===== config.mk =====
export PLATFORM = sky130hd
export DESIGN_NAME = dmem_access_ctrl
export DESIGN_NICKNAME = d
export VERILOG_FILES = /design/src/rtl/dmem_access_ctrl_pkg.sv /design/src/rtl/dmem_access_ctrl_lane_align.sv /design/src/rtl/dmem_access_ctrl.sv
export SDC_FILE = /design/constraint.sdc
export NUM_CORES = 1
export LEC_CHECK = 0
export ABC_AREA = 1
export CORE_MARGIN = 1
export CORE_UTILIZATION = 48
export DETAILED_ROUTE_END_ITERATION = 12
export HOLD_SLACK_MARGIN = 0.03
export PLACE_DENSITY = 0.88
export SLEW_MARGIN = 20
export SYNTH_ARGS = -nofsm -noshare
export SYNTH_HDL_FRONTEND = slang
export SYNTH_SLANG_ARGS = --single-unit

===== constraint.sdc =====
create_clock -name clk -period 3.6 [get_ports clk]
set_input_delay 0.36 -clock clk [delete_from_list [all_inputs] [get_ports clk]]
set_output_delay 0.36 -clock clk [all_outputs]
set_load 0.02 [all_outputs]

===== src/rtl/dmem_access_ctrl_pkg.sv =====
// Shared definitions for the data-memory access controller: RV32I width codes,
// controller states and access classification helpers.
package dmem_access_ctrl_pkg;

  localparam int LANES = 4;

  localparam logic [2:0] F3_B  = 3'b000;
  localparam logic [2:0] F3_H  = 3'b001;
  localparam logic [2:0] F3_W  = 3'b010;
  localparam logic [2:0] F3_BU = 3'b100;
  localparam logic [2:0] F3_HU = 3'b101;

  typedef enum logic [2:0] {
    S_IDLE     = 3'd0,
    S_READ     = 3'd1,
    S_LOAD_RSP = 3'd2,
    S_WRITE    = 3'd3,
    S_ERR      = 3'd4
  } state_t;

  // Unsigned widths exist only for loads; stores with them are illegal.
  function automatic logic access_illegal(input logic [2:0] f3, input logic we);
    case (f3)
      F3_B, F3_H, F3_W: access_illegal = 1'b0;
      F3_BU, F3_HU:     access_illegal = we;
      default:          access_illegal = 1'b1;
    endcase
  endfunction

  function automatic logic access_misaligned(input logic [2:0] f3, input logic [1:0] off);
    case (f3[1:0])
      2'b01:   access_misaligned = off[0];
      2'b10:   access_misaligned = (off != 2'b00);
      default: access_misaligned = 1'b0;
    endcase
  endfunction

endpackage


===== src/rtl/dmem_access_ctrl_lane_align.sv =====
// Combinational byte-lane handling: load extract/extend and sub-word store merge
// into a full memory word.
module mem_lane_align
  import dmem_access_ctrl_pkg::*;
(
  input  logic [2:0]  funct3,
  input  logic [1:0]  byte_off,
  input  logic [31:0] word,
  input  logic [31:0] wdata,
  output logic [31:0] load_data,
  output logic [31:0] store_data
);

  logic [7:0]  lane_byte;
  logic [15:0] lane_half;
  logic [4:0]  bit_off;

  assign bit_off   = {byte_off, 3'b000};
  assign lane_byte = word[bit_off +: 8];
  assign lane_half = byte_off[1] ? word[31:16] : word[15:0];

  always_comb begin
    load_data = word;
    case (funct3)
      F3_B:    load_data = {{24{lane_byte[7]}}, lane_byte};
      F3_BU:   load_data = {24'h0, lane_byte};
      F3_H:    load_data = {{16{lane_half[15]}}, lane_half};
      F3_HU:   load_data = {16'h0, lane_half};
      default: load_data = word;
    endcase
  end

  always_comb begin
    store_data = word;
    case (funct3)
      F3_B: store_data[bit_off +: 8] = wdata[7:0];
      F3_H: begin
        if (byte_off[1]) store_data[31:16] = wdata[15:0];
        else             store_data[15:0]  = wdata[15:0];
      end
      F3_W:    store_data = wdata;
      default: store_data = word;
    endcase
  end

endmodule


===== src/rtl/dmem_access_ctrl.sv =====
// Memory-stage sequencer for a word-only synchronous-read data RAM: sub-word
// stores become read-modify-write, sub-word loads are extended, bad accesses flagged.
module dmem_access_ctrl
  import dmem_access_ctrl_pkg::*;
#(
  parameter int ADDRESS_WIDTH = 32,
  parameter int DATA_WIDTH    = 32
) (
  input  logic                     clk,
  input  logic                     rst,
  input  logic                     req_valid,
  input  logic                     req_we,
  input  logic [2:0]               funct3,
  input  logic [ADDRESS_WIDTH-1:0] req_addr,
  input  logic [DATA_WIDTH-1:0]    req_wdata,
  output logic                     req_ready,
  output logic                     stall,
  output logic                     rsp_valid,
  output logic                     rsp_err,
  output logic [DATA_WIDTH-1:0]    rsp_rdata,
  output logic                     mem_en,
  output logic                     mem_we,
  output logic [ADDRESS_WIDTH-3:0] mem_addr,
  output logic [DATA_WIDTH-1:0]    mem_wdata,
  input  logic [DATA_WIDTH-1:0]    mem_rdata
);

  state_t state, state_nx;

  logic                     cap_we;
  logic [2:0]               cap_f3;
  logic [ADDRESS_WIDTH-1:0] cap_addr;
  logic [DATA_WIDTH-1:0]    cap_wdata;
  logic                     req_bad;
  logic [DATA_WIDTH-1:0]    load_data;
  logic [DATA_WIDTH-1:0]    store_data;

  assign req_bad = access_illegal(funct3, req_we) | access_misaligned(funct3, req_addr[1:0]);

  always_ff @(posedge clk) begin
    if (rst) begin
      state     <= S_IDLE;
      cap_we    <= 1'b0;
      cap_f3    <= 3'b000;
      cap_addr  <= '0;
      cap_wdata <= '0;
    end else begin
      state <= state_nx;
      if (state == S_IDLE && req_valid) begin
        cap_we    <= req_we;
        cap_f3    <= funct3;
        cap_addr  <= req_addr;
        cap_wdata <= req_wdata;
      end
    end
  end

  always_comb begin
    state_nx  = state;
    req_ready = 1'b0;
    rsp_valid = 1'b0;
    rsp_err   = 1'b0;
    mem_en    = 1'b0;
    mem_we    = 1'b0;
    case (state)
      S_IDLE: begin
        req_ready = 1'b1;
        if (req_valid) begin
          if (req_bad)                      state_nx = S_ERR;
          else if (req_we && funct3 == F3_W) state_nx = S_WRITE;
          else                              state_nx = S_READ;
        end
      end
      S_READ: begin
        mem_en   = 1'b1;
        state_nx = cap_we ? S_WRITE : S_LOAD_RSP;
      end
      S_LOAD_RSP: begin
        rsp_valid = 1'b1;
        state_nx  = S_IDLE;
      end
      S_WRITE: begin
        mem_en    = 1'b1;
        mem_we    = 1'b1;
        rsp_valid = 1'b1;
        state_nx  = S_IDLE;
      end
      S_ERR: begin
        rsp_valid = 1'b1;
        rsp_err   = 1'b1;
        state_nx  = S_IDLE;
      end
      default: state_nx = S_IDLE;
    endcase
  end

  // RMW merge reads mem_rdata directly: the READ cycle was the one just before WRITE.
  mem_lane_align u_lane_align (
    .funct3     (cap_f3),
    .byte_off   (cap_addr[1:0]),
    .word       (mem_rdata),
    .wdata      (cap_wdata),
    .load_data  (load_data),
    .store_data (store_data)
  );

  assign stall     = req_valid & ~rsp_valid;
  assign mem_addr  = cap_addr[ADDRESS_WIDTH-1:2];
  assign mem_wdata = (state == S_WRITE)    ? store_data : '0;
  assign rsp_rdata = (state == S_LOAD_RSP) ? load_data  : '0;

endmodule


======== Word-level counts from Yosys, hierarchy flattened ========
Index checks and enable logic that the tools add are counted.
storage, ports and cells
  register bits ........................... 71
  bits of input ports ..................... 103
operators by class
  $add $sub $neg .......................... 1
  equal/unequal tests ..................... 15
  shift operators ......................... 3
  multiplexer cells ....................... 20
  bitwise logic cells ..................... 3
  reduce and logical (&&, ||, !) cells .... 10
operator list
  operator                                                                number
  32-bit one-hot mux with 4 select lines                                  1
  32-bit one-hot mux with 3 select lines                                  1
  32-bit two-way mux                                                      2
  16-bit two-way mux                                                      3
  32-bit bitwise mux                                                      1
  8-bit by 7-bit variable shift with 32-bit output, first input constant  1
  32-bit by 6-bit indexed part select with 8-bit output                   1
  8-bit by 7-bit indexed part select with 32-bit output                   1
  3-bit equality test, second input constant                              5
  3-bit by 2-bit equality test with 1-bit output, second input constant   4
  3-bit by 1-bit equality test with 1-bit output, second input constant   3
  3-bit zero test                                                         3
  5-bit negation with 7-bit output                                        1
  1-bit two-way mux                                                       6
  3-bit two-way mux                                                       2
  3-bit one-hot mux with 2 select lines                                   1
  3-bit OR reduction                                                      2
  1-bit one-hot mux with 2 select lines                                   2
  2-bit OR reduction                                                      2
  2-bit by 1-bit equality test with 1-bit output, second input constant   1
  2-bit equality test, second input constant                              1
  1-bit logical AND                                                       2
  2-bit two-way mux                                                       1
  2-bit inequality test, second input constant                            1
  4 further kinds                                                         4

======== Logic depth before layout (Yosys ltp) ========
Gate-level depths: netlist (run 1).
  depth after elaboration ................. 7
  gate-level depth with buffers ........... 13
  gate-level depth less buffers ........... 11

======== Modules after synthesis ========
Synthesis (run 1) repeated with hierarchy kept, for this count alone.
second synthesis, totals
  cells, all modules ...................... 1190
  area, all modules ....................... 6303.5 um2
modules (own cells, without submodules)
  module            times used  cells each  area an instance (um2)
  dmem_access_ctrl  1           512         3457.1
  mem_lane_align    1           678         2846.5

======== Worst setup path before layout (run 1) ========
Ideal clock, no wire load.
  kind .................................... register -> output
  from .................................... reg cap_addr[0]
  to ...................................... out mem_wdata[0]
  arrival ................................. 1.844 ns
  path slack .............................. 1.396 ns
  cell stages (with the launch flop) ...... 10
  buffers on the path ..................... 2
  cells stage by stage .................... dfxtp_1 buf_2 inv_1 buf_2 ha_1 nor3_1 nand2_1 nand2_2 nand2_1 a21oi_1
between the ends
  cells in the longest elaborated chain, start to end .. 5
  elaborated cells between the ends (all ways) .. 6
  those cells by class .................... add/sub: 1; shift: 2; mux: 3
ends and longest elaborated chain
  what                                                                                                                       line                               text
  start: declaration                                                                                                         dmem_access_ctrl.sv:32             logic [ADDRESS_WIDTH-1:0] cap_addr;
  start signal: assignment                                                                                                   dmem_access_ctrl.sv:52             cap_addr <= req_addr;
  5-bit negation with 7-bit output *                                                                                         dmem_access_ctrl_lane_align.sv:36  F3_B: store_data[bit_off +: 8] = wdata[7:0];
  8-bit by 7-bit indexed part select with 32-bit output or 8-bit by 7-bit variable shift with 32-bit output (tied branches)  dmem_access_ctrl_lane_align.sv:36
  32-bit bitwise mux *                                                                                                       dmem_access_ctrl_lane_align.sv:36
  32-bit one-hot mux with 3 select lines *                                                                                   dmem_access_ctrl_lane_align.sv:35  case (funct3)
  32-bit two-way mux *                                                                                                       dmem_access_ctrl.sv:109            assign mem_wdata = (state == S_WRITE) ? store_data : '0;
  end: declaration                                                                                                           dmem_access_ctrl.sv:24             output logic [DATA_WIDTH-1:0] mem_wdata,
Mark *: on every way between the ends. The rest lies on a longest branch, timed or not.

======== Worst setup path after layout (run 1) ========
  from .................................... reg cap_addr[1]
  to ...................................... out mem_wdata[23]
between the ends
  cells in the longest elaborated chain, start to end .. 5
  elaborated cells between the ends (all ways) .. 7
  those cells by class .................... add/sub: 1; shift: 2; mux: 4
ends and longest elaborated chain
  what                                                                                                                       line
  5-bit negation with 7-bit output                                                                                           dmem_access_ctrl_lane_align.sv:36
  8-bit by 7-bit indexed part select with 32-bit output or 8-bit by 7-bit variable shift with 32-bit output (tied branches)  dmem_access_ctrl_lane_align.sv:36
  32-bit bitwise mux                                                                                                         dmem_access_ctrl_lane_align.sv:36
  32-bit one-hot mux with 3 select lines *                                                                                   dmem_access_ctrl_lane_align.sv:35
  32-bit two-way mux *                                                                                                       dmem_access_ctrl.sv:109
Marks and branches as above.

==> results of run 1 <==
-- worst max-delay path by stage --
stage / depth (start not counted) / end
CTS: 9 / mem_wdata[23]
detailed placement: 9 / mem_wdata[23]
global placement: 9 / mem_wdata[23]
finish: 9 / mem_wdata[23]
floorplan: 9 / mem_wdata[0]
global route: 9 / mem_wdata[20]
-- layout make-up --
class / instances / area, µm² / area share
repair buffers: 213 / 2100 / 0.293
multi-input cells: 626 / 2930 / 0.408
inverters: 100 / 378 / 0.0527
flip-flops and latches: 71 / 1420 / 0.198
clock inverters: 7 / 47.5 / 0.00663
clock buffers: 9 / 124 / 0.0173
well taps: 136 / 170 / 0.0237
-- sequential cells by signal (all words and copies together) (netlist names) --
name       cells
cap_addr      32
cap_wdata     32
cap_f3         3
state          3
cap_we         1
-- report_power, final --
part           switching [mW]  total [mW]  leakage [nW]  internal [mW]
combinational           0.551       0.891          2.52          0.340
sequential             0.0460       0.902         0.586          0.856
clock                   0.318       0.567        0.0854          0.250
-- logic make-up after synthesis --
logic type / Yosys count / synth area share
flops: 71 / 0.272
compound gates: 217 / 0.213
simple gates: 401 / 0.328
buf+inv: 182 / 0.167
fa+ha+maj: 8 / 0.0192
-- cells in the final DEF (no fill, tap or decap), drive strengths merged --
cell type and count:
clkinvlp 2, o211ai 2, clkbuf 9, a31oi 1, nand4 4, o21a 6
nand2 196, nor3 2, dfxtp 71, o21ai 74, nand3b 2, clkinv 6
inv 99, nand3 77, ha 8, clkdlybuf4s50 202, buf 11, nor2 120
a21oi 134
-- worst reg2reg max path: cells and delay by family (launching register included) --
kind	cells	cell delay, ns
AOI/OAI and AO/OA	2	0.35
and+or+nand+nor	3	0.41
DFF	1	0.38
buffers and inverters	2	0.50
-- layer usage --
metal  global-route usage  part of all wire
met2                0.531              0.45
met4                0.137             0.036
met3               0.0791              0.11
met5                    0                 0
met1                0.422              0.40
-- through the flow --
step	total power, mW	std cells
floorplan	1.49	879
global placement	1.78	1146
detailed placement	1.79	1146
finish	2.36	1162
global route	2.48	1162
CTS	2.35	1162
==> flow_metrics.py, run 1 <==
metrics = {
    "drt": {
        "drt_iter0_drc": 725,
        "vias_per_cell": 5.47,
        "finalWirelength_um": 18800,
        "ant_nets": 0,
        "vias": 6352,
        "drc": 0,
        "drt-pass1-iter-count": 6,
        "wl_per_cell_um": 16.1,
    },
    "yosys": {
        "yosysUniqueCellTypes": 30,
        "synthesis.instances": 879,
        "synth_edf_count": 0,
        "synthMostInstantiatedCell": "nand2_1",
        "ys_warn_count": 0,
        "synth.avg_cell_area_um2": 5.94,
        "synth_common_cells": "nand2_1 (189), a21oi_1 (134), nor2_1 (117)",
        "ys_seq_elements": 71,
        "synth_ff_type": "dfxtp_1",
        "synth_seq_area_share": 0.272,
        "syn-num-nets": 990,
        "syn_area_um2": 5220,
        "async_flop_share": 0,
        "synth_top_area_cell": "dfxtp_1",
        "ys_top_cells_by_area": "dfxtp_1 (27%), nand2_1 (14%), a21oi_1 (13%)",
        "synth_top_area_share": 0.272,
    },
    "setup_path": {
        "max_stage_delay_ns": 0.64,
        "cp_num_buf_inv": 3,
        "cp.arrival_ns": 2.91,
        "cp_common_cell": "nand2_1",
        "end_kind": "output port",
        "critPathRequiredTime_ns": 3.24,
        "start_kind": "flop",
        "cpMaxStageDelayCell": "clkdlybuf4s50_1",
        "ff2ff_path_depth": 7,
        "crit_family": "buffers and inverters",
        "crit_chain": "inv_2, ha_1, nand2_1, inv_1, nand3_1, nand2_2, nand2_1, a21oi_1, clkdlybuf4s50_1",
        "rrSetupSlack_ns": 1.91,
        "r2r-end": "cap_wdata[10]",
        "cp_max_fo": 15,
        "worstSetupPathType": "reg2out",
        "r2r_start": "state[0]",
        "crit_start": "cap_addr[1]",
    },
    "placed_design": {
        "place_ws_ns": 0.760,
        "gp_congestion": 1.06,
        "place_area_um2": 7000,
        "portBuffers": 202,
        "dpl.hpwl_um": 14200,
    },
    "final_layout": {
        "drive_above_1_share": 0.0497,
        "area_growth_pct": 37.4,
        "utilization": 0.689,
        "final_nets": 1132,
        "diodes": 0,
        "fillers": 927,
        "fin_area_um2": 7170,
    },
    "sta": {
        "final-setup-viol-count": 0,
        "fin_hold_ws_ns": 0.462,
        "fin_worst_skew_ns": 0.0118,
        "timing.final.crit_share": 0.908,
        "max_freq_ghz": 0.306,
        "worstMarginPinSlew_ns": 0.927,
        "relSlewSlack": 0.381,
        "rsz0062_at_grt": "false",
        "finalHoldViolations": 0,
        "timing.final.ws_setup_ns": 0.330,
        "slew_violations": 0,
        "period_minus_slack_ns": 3.27,
        "fin_setup_tns_ns": 0,
    },
    "outcome": {
        "status": "finished, final reports clean",
    },
    "clock_tree": {
        "cts_resized": 0,
        "cts.path.max_buffers": 2,
        "cts_buffers": 9,
        "clkLatencyLatePin_ns": 0.34,
        "cts.sinks": 71,
        "holdBufCountCts": 0,
        "htree_levels": 3,
        "cts_tree": "built",
        "clk_pin_slew_worst_paths_ns": 0.08,
        "root_buffer": "clkbuf_8",
        "cts_setup_buffers": 0,
    },
    "power_and_ir_drop": {
        "ir_worst_vdd_v": 0.000306,
        "p_leak_nw": 3.19,
        "pwr_density_cell_nw_per_um2": 329,
    },
    "hold_path": {
        "holdPathEnd": "cap_wdata[26]",
        "min_path_type": "reg2reg",
        "worstHoldPathCells": 2,
        "min_from": "cap_wdata[26]",
    },
    "die": {
        "start_util": 0.501,
        "die_y_um": 106,
        "fp.dieArea_um2": 11300,
        "ios": 203,
        "die_w_um": 106,
        "core_area_um2": 10400,
        "num_rows": 37,
    },
    "global_routing": {
        "grt_max_degree": 42,
        "antenna_found_initial": 0,
        "first_global_vias": 5818,
        "track_usage": 0.330,
        "grt_pass1_wl_um": 29300,
        "grt-ovfl-total": 0,
    },
    "flow_run": {
        "cap_violations": 0,
    },
}
(Power assumes the default switching activity.)
==> run 2: changes to the inputs <==
- CORE_MARGIN: 1 -> unset
- CORE_UTILIZATION: 48 -> 41
- PLACE_DENSITY: 0.88 -> 0.8
- clock period: 3.6 -> 2.9 ns (I/O delays scaled with it)
==> flow_metrics.py, run 2 (synthesis results as in run 1) <==
metrics = {
    "final_layout": {
        "final_cell_mix": "clkdlybuf4s50_1 (193), nand2_1 (188), a21oi_1 (134)",
        "final_common_cell": "clkdlybuf4s50_1",
        "fin_area_um2": 7480,
        "drive_above_1_share": 0.0598,
        "largest_registers": "cap_addr x32, cap_wdata x32",
        "area_growth_pct": 43.4,
        "final_nets": 1142,
        "diodes": 0,
    },
    "sta": {
        "worstMarginPinSlew_ns": 0.924,
        "slew_violations": 0,
        "fin_hold_ws_ns": 0.459,
        "finalHoldViolations": 0,
        "fin_worst_skew_ns": 0.00663,
        "max_freq_ghz": 0.352,
        "timing.final.crit_share": 0.980,
        "relSlewSlack": 0.383,
        "rsz0062_at_grt": "true",
        "period_minus_slack_ns": 2.84,
        "timing.final.ws_setup_ns": 0.0568,
        "final-setup-viol-count": 0,
    },
    "die": {
        "num_rows": 40,
        "core_area_um2": 12200,
        "start_util": 0.427,
        "fp.dieArea_um2": 13200,
        "ios": 203,
        "die_y_um": 115,
        "die_w_um": 115,
    },
    "global_routing": {
        "grt-ovfl-total": 0,
        "first_global_vias": 5727,
        "track_usage": 0.286,
        "grt_pass1_wl_um": 29300,
        "antenna_found_initial": 0,
        "grt_max_degree": 41,
    },
    "placed_design": {
        "portBuffers": 202,
        "gp_congestion": 1.07,
        "place_area_um2": 7100,
        "place_ws_ns": 0.395,
        "dpl.hpwl_um": 14400,
    },
    "clock_tree": {
        "htree_levels": 3,
        "cts.sinks": 71,
        "clkLatencyLatePin_ns": 0.34,
        "cts_tree": "built",
        "holdBufCountCts": 0,
        "clk_pin_slew_worst_paths_ns": 0.06,
        "root_buffer": "clkbuf_16",
        "cts.path.max_buffers": 2,
        "cts_buffers": 9,
    },
    "setup_path": {
        "cpMaxStageDelayCell": "clkdlybuf4s50_1",
        "cp.arrival_ns": 2.55,
        "critPathRequiredTime_ns": 2.61,
        "end_kind": "output port",
        "worstSetupPathType": "reg2out",
        "crit_chain": "inv_1, nor2_1, nand2_2, buf_4, a21oi_1, nand2_1, inv_1, clkdlybuf4s50_1",
        "max_stage_delay_ns": 0.61,
        "start_kind": "flop",
        "cp_common_cell": "inv_1",
        "cp_max_fo": 17,
    },
    "drt": {
        "drc": 0,
        "vias_per_cell": 5.27,
        "drt-pass1-iter-count": 5,
        "ant_nets": 0,
        "drt_iter0_drc": 642,
        "vias": 6346,
        "finalWirelength_um": 19100,
        "wl_per_cell_um": 15.8,
    },
    "power_and_ir_drop": {
        "p_leak_nw": 3.49,
        "ir_worst_vdd_v": 0.000316,
        "pwr_density_cell_nw_per_um2": 466,
    },
    "outcome": {
        "status": "finished, final reports clean",
    },
    "hold_path": {
        "min_path_type": "reg2reg",
    },
    "flow_run": {
        "cap_violations": 0,
    },
}
[run 2: changes by cell type in the layout (fill, tap and decap cells not counted), moves of 2 or more]
cell | previous run | this run
buf_4 | 11 | 20
bufinv_16 | 0 | 2
clkbuf_16 | 0 | 9
clkbuf_8 | 9 | 0
clkdlybuf4s50_1 | 202 | 193
clkinv_2 | 3 | 1
clkinvlp_4 | 2 | 0
dlymetal6s2s_1 | 0 | 9
inv_6 | 1 | 3
[run 2: metrics by stage]
stage                     cells  power, mW  TNS (ns)   util
after global routing       1204       3.64   -0.0350  0.613
after CTS                  1202       3.46         0  0.608
final                      1204       3.49         0  0.613
after detailed placement   1186       2.23         0  0.581
after floorplan             879       1.85         0      -
after global placement     1186       2.22         0  0.581
[run 2: final timing paths]
| path | startpoint | endpoint | slack (ns) | cells past startpoint |
|---|---|---|---|---|
| max | state[0] | mem_wdata[30] | 0.06 | 8 |
| min | cap_addr[14] | cap_addr[14] | 0.46 | 2 |
| max reg2reg | state[0] | cap_wdata[14] | 1.02 | 7 |
| min reg2reg | cap_addr[14] | cap_addr[14] | 0.46 | 2 |
[run 2: layer usage]
layer | wire length, µm | vias to the layer above | track usage
met5 | 0 | - | 0
met4 | 757 | 0 | 0.138
met3 | 2430 | 63 | 0.0743
met2 | 8450 | 407 | 0.460
met1 | 7440 | 2778 | 0.356
li1 | - | 3098 | -
[run 2: critical path: cells and delay by family, from the launching register on]
family / cells / cell delay [ns]
and+or+nand+nor: 3 / 0.65
buffers and inverters: 4 / 1.05
DFF: 1 / 0.38
AOI/OAI and AO/OA: 1 / 0.12
[run 2: where the power goes]
part | switching (mW) | internal [mW] | total, mW
registers | 0.0554 | 1.06 | 1.12
logic | 0.695 | 0.439 | 1.13
clock network | 0.468 | 0.767 | 1.23
total | 1.22 | 2.27 | 3.49
[run 2: final cells by class]
cell class	count	area, µm²
Clock buffer	9	225
Clock inverter	7	103
Fill cell	1193	4730
Inverter	100	378
Multi-Input combinational cell	626	2940
Sequential cell	71	1420
Tap cell	168	210
Timing Repair Buffer	223	2210
[run 2: what timing repair did]
action / CTS / global route
gates resized for setup: 0 / 13
endpoints found under the setup margin: 0 / 48
buffers inserted: 0 / 2
hold endpoints to repair: 0 / 0
